## src/rtl/mem_burst_arbiter.sv

```systemverilog
// Arbitrates the shared memory port between I-cache and D-cache and runs each grant as a fixed-length word burst.
// Optional macro MEM_ARB_ROUND_ROBIN_EN: alternate grants under contention instead of fixed D-over-I priority.
module mem_burst_arbiter #(
  parameter int ADDR_WIDTH = 32,
  parameter int DATA_WIDTH = 32,
  parameter int BURST_LEN  = 4
) (
  input  logic                         clk,
  input  logic                         rst,
  input  logic                         i_req,
  input  logic [ADDR_WIDTH-1:0]        i_addr,
  output logic                         i_rvalid,
  output logic [DATA_WIDTH-1:0]        i_rdata,
  output logic [$clog2(BURST_LEN)-1:0] i_beat,
  output logic                         i_done,
  input  logic                         d_req,
  input  logic                         d_we,
  input  logic [ADDR_WIDTH-1:0]        d_addr,
  input  logic [DATA_WIDTH-1:0]        d_wdata,
  output logic                         d_rvalid,
  output logic [DATA_WIDTH-1:0]        d_rdata,
  output logic [$clog2(BURST_LEN)-1:0] d_beat,
  output logic                         d_done,
  output logic                         mem_req,
  output logic                         mem_we,
  output logic [ADDR_WIDTH-1:0]        mem_addr,
  output logic [DATA_WIDTH-1:0]        mem_wdata,
  input  logic                         mem_ack,
  input  logic [DATA_WIDTH-1:0]        mem_rdata,
  output logic                         busy,
  output logic                         owner
);
  localparam int BEAT_W = $clog2(BURST_LEN);
  localparam int OFF_W  = $clog2(BURST_LEN * 4);

  typedef enum logic {IDLE, BURST} state_t;

  state_t                   state, state_n;
  logic [BEAT_W-1:0]        beat;
  logic                     owner_q;
  logic                     we_q;
  logic [ADDR_WIDTH-1:0]    base;
  logic                     grant_d;
  logic                     any_req;
  logic                     last_beat;
  logic                     beat_ack;
  logic [ADDR_WIDTH-OFF_W-1:0] sel_line;
  logic                     unused_offset_bits;

`ifdef MEM_ARB_ROUND_ROBIN_EN
  logic last_owner;
  // Under contention the cache that did not win last time gets the port.
  assign grant_d = d_req & (~i_req | ~last_owner);
`else
  assign grant_d = d_req;
`endif

  assign any_req   = i_req | d_req;
  assign last_beat = (beat == BEAT_W'(BURST_LEN - 1));
  assign beat_ack  = (state == BURST) & mem_ack;
  assign sel_line  = grant_d ? d_addr[ADDR_WIDTH-1:OFF_W] : i_addr[ADDR_WIDTH-1:OFF_W];
  assign unused_offset_bits = ^{i_addr[OFF_W-1:0], d_addr[OFF_W-1:0]};

  always_ff @(posedge clk) begin
    if (rst) begin
      state   <= IDLE;
      beat    <= '0;
      owner_q <= 1'b0;
      we_q    <= 1'b0;
      base    <= '0;
`ifdef MEM_ARB_ROUND_ROBIN_EN
      last_owner <= 1'b0;
`endif
    end else begin
      state <= state_n;
      if (state == IDLE && any_req) begin
        owner_q <= grant_d;
        we_q    <= grant_d & d_we;
        base    <= {sel_line, {OFF_W{1'b0}}};
        beat    <= '0;
`ifdef MEM_ARB_ROUND_ROBIN_EN
        last_owner <= grant_d;
`endif
      end else if (beat_ack) begin
        beat <= beat + 1'b1;
      end
    end
  end

  always_comb begin
    state_n   = state;
    busy      = (state == BURST);
    owner     = owner_q;
    mem_req   = 1'b0;
    mem_we    = 1'b0;
    mem_addr  = base | {{(ADDR_WIDTH-BEAT_W-2){1'b0}}, beat, 2'b00};
    mem_wdata = '0;
    i_rvalid  = 1'b0;
    d_rvalid  = 1'b0;
    i_done    = 1'b0;
    d_done    = 1'b0;
    i_beat    = '0;
    d_beat    = '0;
    i_rdata   = mem_rdata;
    d_rdata   = mem_rdata;
    case (state)
      IDLE: begin
        if (any_req) state_n = BURST;
      end
      BURST: begin
        mem_req = 1'b1;
        mem_we  = we_q;
        if (owner_q && we_q) mem_wdata = d_wdata;
        if (owner_q) begin
          d_beat   = beat;
          d_rvalid = mem_ack & ~we_q;
          d_done   = mem_ack & last_beat;
        end else begin
          i_beat   = beat;
          i_rvalid = mem_ack & ~we_q;
          i_done   = mem_ack & last_beat;
        end
        // The final acked beat closes the burst; IDLE always follows for re-arbitration.
        if (mem_ack && last_beat) state_n = IDLE;
      end
      default: state_n = IDLE;
    endcase
  end
endmodule

```

## config.mk

```make
export PLATFORM = sky130hd
export DESIGN_NAME = mem_burst_arbiter
export DESIGN_NICKNAME = d
export VERILOG_FILES = /design/src/rtl/mem_burst_arbiter.sv
export SDC_FILE = /design/constraint.sdc
export NUM_CORES = 1
export LEC_CHECK = 0
export ABC_CLOCK_PERIOD_IN_PS = 1100
export CAP_MARGIN = 15
export CORE_AREA = 2 2 106 108
export DETAILED_ROUTE_END_ITERATION = 10
export DIE_AREA = 0 0 108 110
export GPL_ROUTABILITY_DRIVEN = 0
export PLACE_DENSITY_LB_ADDON = 0.2
export SKIP_LAST_GASP = 1
export SYNTH_ARGS = -nofsm -noshare
export SYNTH_HDL_FRONTEND = slang
export SYNTH_SLANG_ARGS = --single-unit
```

## constraint.sdc

```tcl
create_clock -name clk -period 1.1 [get_ports clk]
set_input_delay 0.11 -clock clk [delete_from_list [all_inputs] [get_ports clk]]
set_output_delay 0.11 -clock clk [all_outputs]
set_load 0.005 [all_outputs]
```

## Word level (Yosys, flattened, before mapping)

Cells that the tools add are included.

- Register bits after elaboration: 33
- Input bits: 134
- Output and inout port bits: 140
- Word-level logic and storage cells: 39

- Add/sub/neg operators: 1
- Eq/ne operators: 1
- Multiplexer cells: 20
- Bitwise operators: 8
- Reductions and logical operators: 4

Operator list:

| operator | number |
|---|---|
| 32-bit 2-to-1 mux | 2 |
| 32-bit by 4-bit bitwise OR with 32-bit output | 1 |
| 28-bit 2-to-1 mux | 1 |
| 1-bit 2-to-1 mux | 12 |
| 2-bit 2-to-1 mux | 4 |
| 1-bit AND | 4 |
| 1-bit logical AND | 3 |
| 2-bit by 1-bit adder with 2-bit output (second input constant) | 1 |
| 2-bit == test (second input constant) | 1 |
| 1-bit inverter | 2 |
| 1-bit case mux with 2 select lines | 1 |
| 2-bit OR reduction | 1 |
| 1-bit bitwise OR | 1 |

## Longest topological paths before layout

- Depth in word-level cells: 4
- Gate-level depth with buffers: 5
- Depth with buffers taken out: 3

## Worst setup path after synthesis

OpenSTA, ideal clock, no wires.

- Path kind: register to register
- Start point: register state (netlist: busy)
- End point: register base[10]
- Library setup time: 68 ps
- Arrival time: 1137 ps
- Required time: 1032 ps
- Setup slack: -105 ps
- Stages on the path, launching flop included: 6
- Buffers on the path: 2
- Clock period less this slack: 1205 ps
- Path through: dfxtp_1 -> o21bai_1 -> or2_1 -> buf_6 -> buf_6 -> o2bb2ai_2

- Cells in the longest elaborated chain, start to end: 2

RTL lines:

| element | RTL line | text |
|---|---|---|
| from (decl) | 38 | `state_t state, state_n;` |
| from (signal assigned) | 75 | `state <= state_n;` |
| 1-bit inverter | n/a |  |
| 1-bit logical AND | 76 | `if (state == IDLE && any_req) begin` |
| to (signal assigned) | 79 | `base <= {sel_line, {OFF_W{1'b0}}};` |
| to (decl) | 42 | `logic [ADDR_WIDTH-1:0] base;` |

No other way between the ends.
A chain may end at the register's enable or synchronous reset.

## Final worst setup path

- Start point: register state (netlist: busy)
- End point: output mem_wdata[8]

- Cells in the longest elaborated chain, start to end: 1

RTL lines:

| element | RTL line | text |
|---|---|---|
| 32-bit 2-to-1 mux | 106 | `case (state)` |
| to (decl) | 27 | `output logic [DATA_WIDTH-1:0] mem_wdata,` |

No other way between the ends.

==> impl_metrics.ini <==
[global_route]
grt_overflow = 0
grt_usage_pct = 11.3
grt_pass1_wl_um = 10600
antenna_found_initial = 0
grt_pass1_vias = 2097
grt_max_degree = 21

[cells_and_area]
finish.utilization_pct = 41.4
diodes = 0
syn2layout_area_growth_pct = 91.5
fin_nets = 508
drive_gt1_share_pct = 48.7
layout_commonest_cell = clkdlybuf4s50_1
filler_cell_count = 1091
final_cell_mix = clkdlybuf4s50_1, buf_6, dlygate4sd2_1

[detailed_routing]
drc = 0
wl_per_cell_um = 14.8
dr.first_iter.drc_count = 70
routed_wl_um = 7600
vias = 2095
dr.pass1.iters = 3
vias_per_cell = 4.08
final_antenna_net_count = 0

[clocking]
cts_made_buffers = 5
htreeDepth = 2
clkLatencyLatePin_ps = 280
clockRootBuffer = clkbuf_8
cts.clk_slew.worst_paths_ps = 70
cts_buffer_depth = 2
cts_tree = built
cts_sinks = 33

[pwr]
p_leak_nw = 2.02
power.total_mw = 3.50
powerDensity_nw_per_um2 = 789
peakVddDrop_v = 0.000401

[critical_path]
crit_required_ps = 990
critPathLaunchType = register
cp-end-kind = output port
cp_data_arrival_time_ps = 1320
path_max_fanout = 8
criticalPathCategory = register to output port

[logic_synthesis]
yosysTopAreaCellShare_pct = 28.5
ys_top_cells_by_area = dfxtp_1, buf_4, o2bb2ai_2, mux2i_1, and2_1
seq_area_frac_synth_pct = 28.5
netlist_area_um2 = 2310
synth-main-ff-cell = dfxtp_1
synth_area_leader_cell = dfxtp_1
ys_warn_count = 0
synthArstFlopShare_pct = 0
ys_ff_latch = 33
synth_area_per_cell_um2 = 9.93
synth_edf_count = 0
netlist_instances = 233
ys_types = 30

[sta]
fmax_mhz = 699
skew_ps = 3.59
setup-tns-final_ps = -18860
setup_viol = 75
rsz0062_at_grt = true
fin_crit_ps = 1430
final_hold_viol_count = 0
maxSlewViolCount = 0
fin_ws_ps = -331
period_share_pct = 130

[min_path]
min_path_type = input pin to output port

[job]
cap_violations = 0

[die]
coreArea_um2 = 10700
fp.dieW_um = 108
die_h_um = 110
die_area_um2 = 11900
pin_count = 274
row_count = 38
start_util_pct = 21.6

[run_status]
status = complete, but fails checks
failed_checks = setup timing

[placement]
dp_hpwl_um = 5190
io_buffers = 167
-- worst max-delay path, cell delays in order, from the launching register on --
cell and delay, ps:
dfxtp_2 370, and3_4 280, clkbuf_16 180, and2_4 140
buf_6 90
-- cells by family (layout without fill, tap and decap cells) --
family          count (synthesis)  count (layout)  share of synthesized area [%]
flops                          33              33                           28.5
mux                            28              28                           12.1
other cells                     1               2                          0.162
simple gates                   51              51                           13.8
buf+inv                        83             223                           26.5
fa+ha+maj                       1               1                          0.540
compound gates                 36              36                           18.3
-- power breakdown --
| part | internal, mW | total [mW] | switching, mW |
|---|---|---|---|
| Combinational | 0.749 | 1.12 | 0.372 |
| Sequential | 1.29 | 1.35 | 0.0562 |
| Clock | 0.566 | 1.02 | 0.459 |
-- cells in the mapped netlist (2+ instances only) --
cell type	count
o2bb2ai_1	8
dfxtp_1	33
nor2b_1	2
o2bb2ai_2	20
inv_1	3
and2_1	33
nor3_1	3
clkbuf_1	4
mux2i_1	28
o21ai_0	2
and3_1	3
buf_6	6
buf_2	2
nor3b_1	2
a21oi_1	2
buf_4	68
-- stage by stage --
| step | cell area [um2] | setup slack, ps | hold WS (ps) | instances |
|---|---|---|---|---|
| 2_1_floorplan | 2330 | -74.2 | 175 | 234 |
| 3_3_place_gp | 3790 | -449 | 220 | 482 |
| 3_5_place_dp | 3790 | -506 | 220 | 482 |
| 4_1_cts | 4190 | -394 | 220 | 506 |
| 5_1_grt | 4430 | -379 | 220 | 514 |
| 6_report | 4430 | -331 | 220 | 514 |
-- sequential cells by signal (all words and copies together), names as in the netlist --
signal  count
base       28
beat        2
busy        1
owner       1
we_q        1
-- worst paths after layout --
kind,from,endpoint,slack [ps],cells past startpoint
hold / removal,mem_rdata[26],i_rdata[26],220,0
setup / recovery,busy$_SDFF_PP0_,mem_wdata[8],-330,4
hold reg to reg,base[16]$_SDFFE_PP0P_,base[16]$_SDFFE_PP0P_,460,1
setup reg to reg,busy$_SDFF_PP0_,base[31]$_SDFFE_PP0P_,-280,7
-- layout make-up --
| class | instances | area, um2 | share of cell area [%] |
|---|---|---|---|
| clock buffer | 7 | 96.3 | 2.17 |
| clock inverter | 1 | 5.00 | 0.113 |
| multi-input combinational | 118 | 1250 | 28.3 |
| tap | 140 | 175 | 3.95 |
| sequential | 33 | 683 | 15.4 |
| timing repair buffer | 212 | 2210 | 49.8 |
| inverter | 3 | 11.3 | 0.254 |
-- what timing repair did --
action / CTS / global route
resized for setup: 188 / 135
hold buffers: 0 / 0
endpoints found under the hold margin: 0 / 0
pin swaps: 12 / 37
buffers inserted: 12 / 7
gates cloned: 5 / 4
endpoints found under the setup margin: 106 / 77
-- layer usage --
layer	GRT usage [%]	vias to the layer above	share of wire [%]
li1	-	1023	-
met1	14.2	981	41
met2	19.0	77	50
met3	3.53	14	8.4
met4	2.38	0	0.67
met5	0	-	0
Note: power is estimated with default switching activity, not from simulation.
